<file path="config.mk">
export PLATFORM = sky130hd
export DESIGN_NAME = cdc_hs_sender
export DESIGN_NICKNAME = d
export VERILOG_FILES = /design/src/rtl/cdc_hs_sender.sv
export SDC_FILE = /design/constraint.sdc
export NUM_CORES = 1
export LEC_CHECK = 0
export BUFFER_PORTS_ARGS = -buffer_cell sky130_fd_sc_hd__buf_4
export CORE_AREA = 2 2 39 41
export CTS_CLUSTER_SIZE = 24
export DETAILED_ROUTE_END_ITERATION = 16
export DIE_AREA = 0 0 41 43
export PLACE_DENSITY = 0.74
export SLEW_MARGIN = 15
export SYNTH_ARGS = -nofsm -noshare
export SYNTH_HDL_FRONTEND = slang
export SYNTH_SLANG_ARGS = --single-unit
</file>
<file path="constraint.sdc">
create_clock -name clk -period 1.4 [get_ports clk]
set_input_delay 0.07 -clock clk [delete_from_list [all_inputs] [get_ports clk]]
set_output_delay 0.07 -clock clk [all_outputs]
set_load 0.02 [all_outputs]
</file>
<file path="src/rtl/cdc_hs_sender.sv">
// Source end of a four-phase req/ack handshake: captures a word, holds it on the crossing
// bus, raises req and walks the ack through a resynchroniser before completing the cycle.
module cdc_hs_sender #(
   parameter int unsigned BUS_WIDTH      = 8,
   parameter int unsigned NUM_STAGES     = 2,
   parameter int unsigned TIMEOUT_CYCLES = 0
) (
   input  logic                 clk,
   input  logic                 rst,
   input  logic [BUS_WIDTH-1:0] src_data,
   input  logic                 src_valid,
   output logic                 src_ready,
   output logic [BUS_WIDTH-1:0] tx_data,
   output logic                 req,
   input  logic                 ack,
   output logic                 done,
   output logic                 err
);

   localparam bit          TmoEn   = (TIMEOUT_CYCLES > 0);
   localparam int unsigned CntW    = (TIMEOUT_CYCLES > 1) ? $clog2(TIMEOUT_CYCLES) : 1;
   localparam int unsigned CntLastI = TmoEn ? TIMEOUT_CYCLES - 1 : 0;
   localparam logic [CntW-1:0] CntLast = CntW'(CntLastI);

   typedef enum logic [1:0] {
      StIdle,
      StWaitAckHi,
      StWaitAckLo
   } state_e;

   state_e                 state_q, state_d;
   logic [BUS_WIDTH-1:0]   tx_data_q, tx_data_d;
   logic                   req_q, req_d;
   logic                   done_q, done_d;
   logic                   err_q, err_d;
   logic                   abort_q, abort_d;
   logic [CntW-1:0]        cnt_q, cnt_d;
   logic [NUM_STAGES-1:0]  sync_q;
   logic                   ack_s;
   logic                   tmo_hit;

   always_ff @(posedge clk or posedge rst) begin
      if (rst) begin
         sync_q <= '0;
      end else begin
         sync_q <= {sync_q[NUM_STAGES-2:0], ack};
      end
   end

   assign ack_s   = sync_q[NUM_STAGES-1];
   assign tmo_hit = TmoEn && (cnt_q == CntLast);

   // abort marks a transfer that timed out in the high phase so its low phase ends without done.
   always_comb begin
      state_d   = state_q;
      tx_data_d = tx_data_q;
      req_d     = req_q;
      done_d    = 1'b0;
      err_d     = err_q;
      abort_d   = abort_q;
      cnt_d     = '0;
      unique case (state_q)
         StIdle: begin
            if (src_valid) begin
               tx_data_d = src_data;
               req_d     = 1'b1;
               abort_d   = 1'b0;
               state_d   = StWaitAckHi;
            end
         end
         StWaitAckHi: begin
            if (ack_s) begin
               req_d   = 1'b0;
               state_d = StWaitAckLo;
            end else if (tmo_hit) begin
               req_d   = 1'b0;
               err_d   = 1'b1;
               abort_d = 1'b1;
               state_d = StWaitAckLo;
            end else begin
               cnt_d = TmoEn ? cnt_q + CntW'(1) : '0;
            end
         end
         StWaitAckLo: begin
            if (!ack_s) begin
               done_d  = !abort_q;
               state_d = StIdle;
            end else if (tmo_hit) begin
               err_d   = 1'b1;
               state_d = StIdle;
            end else begin
               cnt_d = TmoEn ? cnt_q + CntW'(1) : '0;
            end
         end
         default: begin
            state_d = StIdle;
            req_d   = 1'b0;
         end
      endcase
   end

   always_ff @(posedge clk or posedge rst) begin
      if (rst) begin
         state_q   <= StIdle;
         tx_data_q <= '0;
         req_q     <= 1'b0;
         done_q    <= 1'b0;
         err_q     <= 1'b0;
         abort_q   <= 1'b0;
         cnt_q     <= '0;
      end else begin
         state_q   <= state_d;
         tx_data_q <= tx_data_d;
         req_q     <= req_d;
         done_q    <= done_d;
         err_q     <= err_d;
         abort_q   <= abort_d;
         cnt_q     <= cnt_d;
      end
   end

   assign src_ready = (state_q == StIdle);
   assign tx_data   = tx_data_q;
   assign req       = req_q;
   assign done      = done_q;
   assign err       = err_q;

endmodule
</file>
Word-level counts from Yosys, hierarchy flattened
Index checks and enable logic that the tools add are counted.

storage, ports and cells
  word-level logic and storage cells = 24
  RAM bits = 0
  memories kept = 0
  latch bits = 0
  bits in registers = 14
  bits in read-only memories = 0

cells by class
  equal/unequal tests = 5
  muxes and demuxes = 9
  shift operators = 0
  magnitude comparators = 0
  bitwise operators = 1
  add/sub/neg operators = 0
  reduce and logical (&&, ||, !) cells = 4
  $mul = 0
  divide/modulo/power cells = 0

operator list
  operator                                                         count
  2-bit 2-to-1 mux                                                 3
  2-bit != test, second input constant                             3
  2-bit one-hot mux with 3 select lines                            1
  3-bit AND reduction                                              2
  1-bit 2-to-1 mux                                                 4
  1-bit one-hot mux with 3 select lines                            1
  2-bit by 1-bit == test with 1-bit output, second input constant  1
  2-bit == test, second input constant                             1
  2-bit logical NOT                                                1
  2-bit AND reduction                                              1
  1-bit inverter                                                   1

Longest topological paths before layout
Gate-level depths: netlist (run 1).

  depth in word-level cells = 3
  mapped depth = 4
  mapped depth without buffers = 3

Worst setup path before layout (run 1)
Ideal clock, no wire load.

  path type = flip-flop to flip-flop
  start point = reg state_q[1]
  end point = reg tx_data_q[0], in the netlist tx_data[0]
  library setup time = 125 ps
  arrival time = 1273 ps
  buffers on the path = 1
  stages on the path, launching flop included = 5
  setup slack = 2 ps
  period minus slack after synthesis = 1398 ps
  path through = dfrtp_1 > nor2_2 > and2_4 > buf_6 > mux2_4

on the way
  word-level cells in the longest chain between the ends = 2

RTL lines
  what                                  line  RTL
  start, declared                       31    state_e state_q, state_d;
  start signal, assigned                104   state_q <= StIdle;
  start signal, assigned                112   state_q <= state_d;
  2-bit logical NOT                     -
  via src_ready                         12    output logic src_ready,
  2-bit AND reduction (no source line)  -
  end signal, assigned                  113   tx_data_q <= tx_data_d;
  end, declared                         32    logic [BUS_WIDTH-1:0] tx_data_q, tx_data_d;

The timed path passes the listed nets, and every way through them passes these cells.
A chain may end at the register's enable or synchronous reset.

Final worst setup path (run 1)
  start point = reg state_q[1]
  end point = reg tx_data_q[2], in the netlist tx_data[2]

on the way
  word-level cells in the longest chain between the ends = 2

RTL lines
  what                                  line  RTL
  2-bit logical NOT                     62    unique case (state_q)
  2-bit AND reduction (no source line)  -

No other way between the ends.

==> flow_summary.json, run 1 <==
{
  "status": "finished, final reports clean",
  "vias_per_cell": 4.54,
  "die_area_um2": 1760,
  "rr_worst_depth": 3,
  "synth-simple-area-share_pct": 6.83,
  "setup_viol": 0,
  "drtPass1Iterations": 2,
  "yosysWarningCount": 0,
  "hold_path.class": "in -> reg",
  "endpoint_kind": "flip-flop",
  "min_to": "tx_data[0]",
  "cts_resized": 0,
  "min_period_ns": 1.25,
  "crit_arrival_ns": 1.42,
  "dieWidth_um": 41,
  "intPower_uw": 1220,
  "syn-num-nets": 50,
  "p_leak_uw": 0.000406,
  "clock-root-buffer": "clkbuf_4",
  "initial_core_util_pct": 41.0,
  "grt.total_usage_pct": 13.9,
  "critPathBufInv": 0,
  "ys_ff_latch": 14,
  "io_buffers": 22,
  "overflow": 0,
  "max-cap-violations": 0,
  "hold_viol_final": 0,
  "synth-compound-area-share_pct": 2.86,
  "synth_xor_area_share_pct": 1.54,
  "synth.avg_cell_area_um2": 14.9,
  "clock.fmax_mhz": 799,
  "yosysUniqueCellTypes": 14,
  "layout_common_cells": "22 x buf_4, 14 x dfrtp_1, 8 x mux2_4, 3 x inv_1, 3 x clkbuf_4",
  "diodes": 0,
  "wl_per_cell_um": 12.7,
  "dp.cells": 74,
  "r2r-end": "tx_data[2]",
  "crit_type": "reg -> reg",
  "relSlewSlack_pct": 65.4,
  "pin_count": 24,
  "synthMuxAreaShare_pct": 21.1,
  "cpMaxStageDelayCell": "dfrtp_1",
  "power_density_nw_per_um2": 2370,
  "grt_max_degree": 15,
  "row_count": 14,
  "finalNonFillerCells": 80,
  "synth_top_family_by_area": "multiplexers",
  "clkPwrFrac_pct": 15.4,
  "cts_tree": "done",
  "cts_max_level": 1,
  "routed_wl_um": 1020,
  "antenna_found_initial": 0,
  "core_area_um2": 1380,
  "final_antenna_net_count": 0,
  "num_vias": 363,
  "rrSetupSlack_ns": 0.15,
  "n_fill_cell": 122,
  "clock-sinks": 14,
  "cts.path.max_buffers": 2,
  "crit_required_ns": 1.57,
  "clock_latency_ns": 0.28,
  "max_stage_delay_ns": 0.44,
  "hp-start": "src_data[0]",
  "period_share_pct": 89.4,
  "rsz0062_at_grt": "false",
  "power.switching_uw": 655,
  "peakVddDrop_uv": 1070,
  "dp_hpwl_um": 772,
  "grt_first_pass_wirelength_um": 1610,
  "area_growth_pct": 39.2,
  "die_h_um": 43,
  "clock_skew_ns": 0.00547,
  "final_common_cell": "buf_4",
  "synthAdderAreaFrac_pct": 0,
  "startpoint_type": "flip-flop",
  "cts-buffers-inserted": 3,
  "path_delay_family": "flip-flops",
  "nets": 77,
  "r2r_start": "state_q[1]",
  "holdPathStages": 2,
  "p_comb_share_pct": 47.0,
  "ys_seq_area_share_pct": 61.7,
  "seqPwrFrac_pct": 37.6,
  "routabilityCongestion": 0.601,
  "total_power_uw": 1880,
  "syn_inst": 38,
  "grt_pass1_vias": 393,
  "swShare_pct": 34.9,
  "tightest_slew_ns": 0.519,
  "syn_area_um2": 568,
  "drive_above_1_share_pct": 57.8,
  "drtIter0Drc": 5,
  "maxSlewViolCount": 0,
  "setup-tns-final_ns": 0,
  "path_clk_slew_ns": 0.09,
  "crit_fanout": 8,
  "remaining_drc_errors": 0,
  "path_cells": "nor2_2 -> and2_4 -> mux2_4"
}
## cell usage after synthesis, drive strengths merged
library cell,number,area [µm²]
nor3b,1,7.51
a21oi,2,10.0
dfrtp,14,350
nor2,3,13.8
mux2,8,120
and2,1,8.76
inv,3,11.3
xnor2,1,8.76
buf,2,18.8
and2b,1,8.76
conb,1,3.75
o22ai,1,6.26
## worst max path at each step
stage	from	end	slack (ns)	cells after the start
6_report	state_q[1]	tx_data[2]	0.15	3
5_1_grt	state_q[0]	tx_data[2]	0.09	3
4_1_cts	state_q[1]	tx_data[2]	0.14	3
3_5_place_dp	state_q[1]	tx_data[3]	0.15	3
3_3_place_gp	state_q[1]	tx_data[2]	0.18	3
2_1_floorplan	state_q[1]	tx_data[0]	0.002	4
## per-layer routing
| layer | up-vias | global-route usage (%) | wire [µm] |
|---|---|---|---|
| met5 | - | 0 | 0 |
| met1 | 172 | 17.8 | 421 |
| li1 | 173 | - | - |
| met2 | 16 | 20.6 | 509 |
| met3 | 2 | 3.14 | 70 |
| met4 | 0 | 8.00 | 15 |
## cell families after synthesis
group	after synthesis
multiplexers	8
other	1
AO/OA/AOI/OAI	3
XOR/XNOR	1
buffers and inverters	5
flip-flops	14
AND/OR/NAND/NOR	6
## per-stage QoR
| step | instance area (µm²) | hold WS (ns) | setup slack, ns | util (%) |
|---|---|---|---|---|
| 2_1_floorplan | 568 | -0.0408 | 0.00221 | - |
| 6_report | 791 | 0.0148 | 0.148 | 57.1 |
| 3_3_place_gp | 734 | 0.135 | 0.181 | 53.1 |
| 5_1_grt | 791 | 0.00441 | 0.0919 | 57.1 |
| 4_1_cts | 791 | 0.0147 | 0.136 | 57.1 |
| 3_5_place_dp | 734 | 0.147 | 0.146 | 53.1 |
## sequential cells by signal, summed over array words and instances (netlist names)
name / cells
done: 1
sync_q: 2
state_q: 2
req: 1
tx_data: 8
## worst reg2reg max path, cell delays in order (launching register included)
cell and delay (ns):
dfrtp_1 0.44, nor2_2 0.15, and2_4 0.25, mux2_4 0.32
## power by group through the flow
stage	logic (µW)	clock network, µW	registers (µW)
3_3_place_gp	874	0	705
5_1_grt	933	318	732
6_report	883	289	705
3_5_place_dp	891	0	713
2_1_floorplan	425	0	863
4_1_cts	896	294	708
## cell type report
| class | instances | area (µm²) | area share (%) |
|---|---|---|---|
| repair buffers | 24 | 185 | 23.4 |
| clock buffers | 4 | 36.3 | 4.59 |
| inverters | 3 | 11.3 | 1.42 |
| flip-flops and latches | 14 | 350 | 44.3 |
| well taps | 16 | 20.0 | 2.53 |
| multi-input cells | 19 | 188 | 23.7 |
## repair_timing
action                    CTS  global route
hold buffers                2             0
hold endpoints to repair   15             0
setup buffers               0             0
Power figures use the tool's default switching activity.
==> run 2: changes to the inputs <==
CORE_AREA = default   (was 2 2 39 41)
CORE_MARGIN = 2   (was default)
CORE_UTILIZATION = 39   (was default)
DIE_AREA = default   (was 0 0 41 43)
PLACE_DENSITY = 0.71   (was 0.74)
clock period = 1.02 ns   (was 1.4 ns; I/O delays follow)
==> run 2 against run 1 <==
  * The flow now finishes with violations (setup timing)
  * Critical path depth unchanged
  * Clock skew shrank 0.0012 ns
  * Sequential cell count is the same
  * Via count rose by 13%
  * Total power up 59%
  * Wire length up 14%
  * Die area is 0.84% higher
  * Global-route usage up 0.056 points
  * Worst setup slack worse by 0.33 ns
  * Clock-buffer cell count unchanged
  * Fmax up 4.3%
  * Highest routed layer is now met3
==> flow_summary.json, run 2 (synthesis gave the netlist of run 1 again) <==
{
  "crit_required_ns": 1.18,
  "drive_above_1_share_pct": 62.0,
  "hold_viol_final": 0,
  "grt_max_degree": 15,
  "wl_per_cell_um": 12.3,
  "drtPass1Iterations": 2,
  "maxSlewViolCount": 0,
  "clock-root-buffer": "clkbuf_4",
  "seqPwrFrac_pct": 32.3,
  "nets": 92,
  "violations": "setup timing",
  "use_met3_pct": 6.47,
  "top_usage_layer": "met2",
  "intPower_uw": 1960,
  "num_vias": 412,
  "clkPwrFrac_pct": 13.1,
  "row_count": 13,
  "min_period_ns": 1.20,
  "routed_wl_um": 1160,
  "dieWidth_um": 42.2,
  "largest_reg_flops": 8,
  "cts-buffers-inserted": 3,
  "path_clk_slew_ns": 0.08,
  "peakVddDrop_uv": 1940,
  "fin_ws_ns": -0.181,
  "swShare_pct": 34.2,
  "p_comb_share_pct": 54.7,
  "cts.path.max_buffers": 2,
  "dp_hpwl_um": 742,
  "rsz0062_at_grt": "true",
  "cts_tree": "done",
  "use_met2_pct": 22.8,
  "clock.fmax_mhz": 833,
  "crit_arrival_ns": 1.36,
  "routabilityCongestion": 0.619,
  "setup-tns-final_ns": -1.54,
  "antenna_found_initial": 0,
  "status": "finished, violations left",
  "grt_first_pass_wirelength_um": 1820,
  "clock-sinks": 14,
  "max-cap-violations": 0,
  "endpoint_kind": "flip-flop",
  "die_area_um2": 1780,
  "overflow": 0,
  "diodes": 0,
  "power.switching_uw": 1020,
  "final_common_cell": "buf_4",
  "startpoint_type": "flip-flop",
  "period_share_pct": 118,
  "pre_cts_slack_ns": -0.184,
  "multiInputGateArea_um2": 214,
  "vias_per_cell": 4.38,
  "layout_common_cells": "27 x buf_4, 13 x dfrtp_1, 10 x dlygate4sd3_1, 8 x mux2_4",
  "setup_viol": 10,
  "seq_area_um2": 352,
  "p_leak_uw": 0.000486,
  "io_buffers": 22,
  "hold_ws_ns": 0.184,
  "final_antenna_net_count": 0,
  "initial_core_util_pct": 42.6,
  "remaining_drc_errors": 0,
  "met1_usage_pct": 16.6,
  "core_area_um2": 1330,
  "cts_max_level": 1,
  "total_power_uw": 2980,
  "grt.total_usage_pct": 14.0,
  "clock_skew_ns": 0.00429,
  "drtIter0Drc": 2,
  "pin_count": 24,
  "grt_pass1_vias": 419,
  "n_fill_cell": 96,
  "crit_fanout": 8,
  "area_growth_pct": 68.5,
  "die_h_um": 42.2,
  "hold_path.class": "in -> reg",
  "power_density_nw_per_um2": 3110,
  "crit_type": "reg -> reg",
  "clock_latency_ns": 0.28
}
[run 2: changes by cell type in the layout (fill, tap and decap cells not counted), sizes merged]
cell	delta
dlygate4sd3	+8
buf	+7
[run 2: final cells by class]
type	instances	share of cell area, %
Clock buffer	4	3.79
Inverter	3	1.18
Multi-Input combinational cell	19	22.4
Sequential cell	14	36.7
Tap cell	15	1.96
Timing Repair Buffer	39	34.0
[run 2: through the flow]
stage          instance area (µm²)  cells  utilization (%)
3_3_place_gp                   762     76             57.1
3_5_place_dp                   762     76             57.1
2_1_floorplan                  578     38                -
4_1_cts                        907     90             68.0
5_1_grt                        957     94             71.8
6_report                       957     94             71.8
[run 2: timing repair]
item	in CTS	in global routing
hold buffers	9	1
pin swaps	2	1
setup buffers	1	4
endpoints found under the hold margin	22	1
resized for setup	3	4
setup endpoints to repair	10	11
[run 2: path summary, 6_finish.rpt]
check                           startpoint          to  slack (ns)  depth (start not counted)
worst max-delay path            state_q[1]  tx_data[5]       -0.18                          3
worst min-delay path             src_valid  state_q[0]        0.18                          4
worst max register to register  state_q[1]  tx_data[5]       -0.18                          3
worst min register to register   sync_q[0]   sync_q[1]        0.36                          0
max in group asynchronous              rst  state_q[0]        0.32                          3
min in group asynchronous              rst  tx_data[3]        0.35                          3
[run 2: worst max-delay path, stage by stage (launching register included)]
cell     delay (ns)
dfrtp_1        0.42
nor2_4         0.12
and2_4         0.24
mux2_4         0.31
[run 2: layer usage]
metal / vias to the layer above / wire length, µm
met5: - / 0
met4: 0 / 0
met3: 0 / 72
met2: 15 / 568
met1: 196 / 518
li1: 201 / -
[run 2: power groups by stage]
stage	sequential [µW]	combinational, µW	clock (µW)
detailed placement	955	1370	0
finish	961	1630	389
floorplan	1200	609	0
CTS	957	1480	402
global placement	954	1340	0
global route	989	1720	431
==> run 3: changes to the inputs <==
TNS_END_PERCENT = 10   (was default)
==> run 3 against run 2 <==
  * The flow still finishes with violations (setup timing)
  * Clock skew down 0.00079 ns
  * Cell count down 4.3%
  * Critical path type unchanged
  * Sequential cell count stayed put
  * Non-clock buffer count decreased by 4
  * Clock-buffer cell count unchanged
  * Largest power group unchanged
  * Highest routed layer unchanged
  * Via count down 3.6%
==> flow_summary.json, run 3 (synthesis gave the netlist of run 1 again) <==
{
  "nets": 88,
  "clock-sinks": 14,
  "critPathBufInv": 0,
  "clock_latency_ns": 0.27,
  "antenna_found_initial": 0,
  "path_delay_family": "flip-flops",
  "peakVddDrop_uv": 2050,
  "rsz0062_at_grt": "true",
  "crit_arrival_ns": 1.36,
  "area_growth_pct": 60.8,
  "layout_common_cells": "23 x buf_4, 13 x dfrtp_1, 10 x dlygate4sd3_1, 8 x mux2_4",
  "diodes": 0,
  "cts.path.max_buffers": 2,
  "drive_above_1_share_pct": 57.3,
  "final_common_cell": "buf_4",
  "dieWidth_um": 42.2,
  "initial_core_util_pct": 42.6,
  "crit_required_ns": 1.18,
  "cp-startpoint": "state_q[1]",
  "cpMaxStageDelayCell": "dfrtp_1",
  "routabilityCongestion": 0.619,
  "max-cap-violations": 0,
  "pre_cts_slack_ns": -0.184,
  "status": "finished, violations left",
  "drtPass1Iterations": 3,
  "grt_first_pass_wirelength_um": 1820,
  "pin_count": 24,
  "setup_viol": 10,
  "routed_wl_um": 1060,
  "row_count": 13,
  "die_h_um": 42.2,
  "total_power_uw": 2780,
  "final_area_um2": 913,
  "endpoint_kind": "flip-flop",
  "die_area_um2": 1780,
  "num_vias": 397,
  "cts-buffers-inserted": 3,
  "maxSlewViolCount": 0,
  "grt.total_usage_pct": 14.0,
  "vias_per_cell": 4.41,
  "fin_ws_ns": -0.178,
  "power_density_nw_per_um2": 3040,
  "wl_per_cell_um": 11.7,
  "p_leak_uw": 0.000457,
  "grt_pass1_vias": 420,
  "overflow": 0,
  "path_cells": "nor2_4 -> and2_4 -> mux2_4",
  "remaining_drc_errors": 0,
  "hold_path.class": "in -> reg",
  "clock_skew_ns": 0.00350,
  "io_buffers": 22,
  "crit_type": "reg -> reg",
  "violations": "setup timing",
  "grt_max_degree": 15,
  "crit_fanout": 8,
  "path_clk_slew_ns": 0.08,
  "clock.fmax_mhz": 835,
  "largest_reg_flops": 8,
  "hold_viol_final": 0,
  "startpoint_type": "flip-flop",
  "core_area_um2": 1330,
  "clock-root-buffer": "clkbuf_4",
  "period_share_pct": 117,
  "hp-start": "src_valid",
  "cts_max_level": 1,
  "min_period_ns": 1.20,
  "hold_ws_ns": 0.183,
  "placed_cell_area_um2": 762,
  "drtIter0Drc": 4,
  "r2r_start": "state_q[1]",
  "cts_tree": "done",
  "max_stage_delay_ns": 0.42,
  "final_antenna_net_count": 0,
  "dp_hpwl_um": 742
}
run 3: changes by cell type in the layout (fill, tap and decap cells not counted):
cell	change
buf_4	-4
o22ai_1	+1
o22ai_2	-1
xnor2_1	+1
xnor2_2	-1
run 3: area by class of cell:
| cell class | instances | area [µm²] |
|---|---|---|
| clock buffer | 4 | 36.3 |
| tap | 15 | 18.8 |
| fill | 101 | 420 |
| sequential | 14 | 352 |
| multi-input combinational | 19 | 200 |
| timing repair buffer | 35 | 295 |
| inverter | 3 | 11.3 |
run 3: per-stage QoR:
| step | utilization, % | TNS, ns | cells |
|---|---|---|---|
| 2_1_floorplan | - | -2.42 | 38 |
| 3_5_place_dp | 57.1 | -1.43 | 76 |
| 4_1_cts | 67.4 | -1.44 | 89 |
| 6_report | 68.5 | -1.44 | 90 |
| 5_1_grt | 68.5 | -2.00 | 90 |
| 3_3_place_gp | 57.1 | -1.19 | 76 |
run 3: path summary, 6_finish.rpt:
| path | end | slack, ns | cells after the start |
|---|---|---|---|
| min | state_q[0] | 0.18 | 4 |
| max in group asynchronous | state_q[0] | 0.31 | 3 |
| max | tx_data[5] | -0.18 | 3 |
| max reg2reg | tx_data[5] | -0.18 | 3 |
| min in group asynchronous | tx_data[1] | 0.35 | 3 |
| min reg2reg | sync_q[1] | 0.36 | 0 |
run 3: report_power, final:
| part | internal, µW | total [µW] | switching [µW] |
|---|---|---|---|
| clock network | 217 | 386 | 169 |
| logic | 817 | 1430 | 614 |
| registers | 793 | 960 | 167 |
| total | 1830 | 2780 | 950 |
run 3: worst min-delay path: cells and delay by family:
family,cells,cell delay [ns]
simple gates,2,0.25
compound gates,1,0.03
buf+inv,1,0.08
run 3: repair_timing:
| action | CTS | global route |
|---|---|---|
| setup buffers | 0 | 0 |
| hold buffers | 9 | 1 |
| setup endpoints to repair | 10 | 11 |
| endpoints found under the hold margin | 22 | 1 |
| gates resized for setup | 3 | 1 |
| pin swaps | 3 | 0 |
run 3: layer usage:
layer / GRT usage, % / share of wire (%)
met1: 16.6 / 44
met2: 22.8 / 49
met5: 0 / 0
met3: 6.47 / 6.8
met4: 3.75 / 0
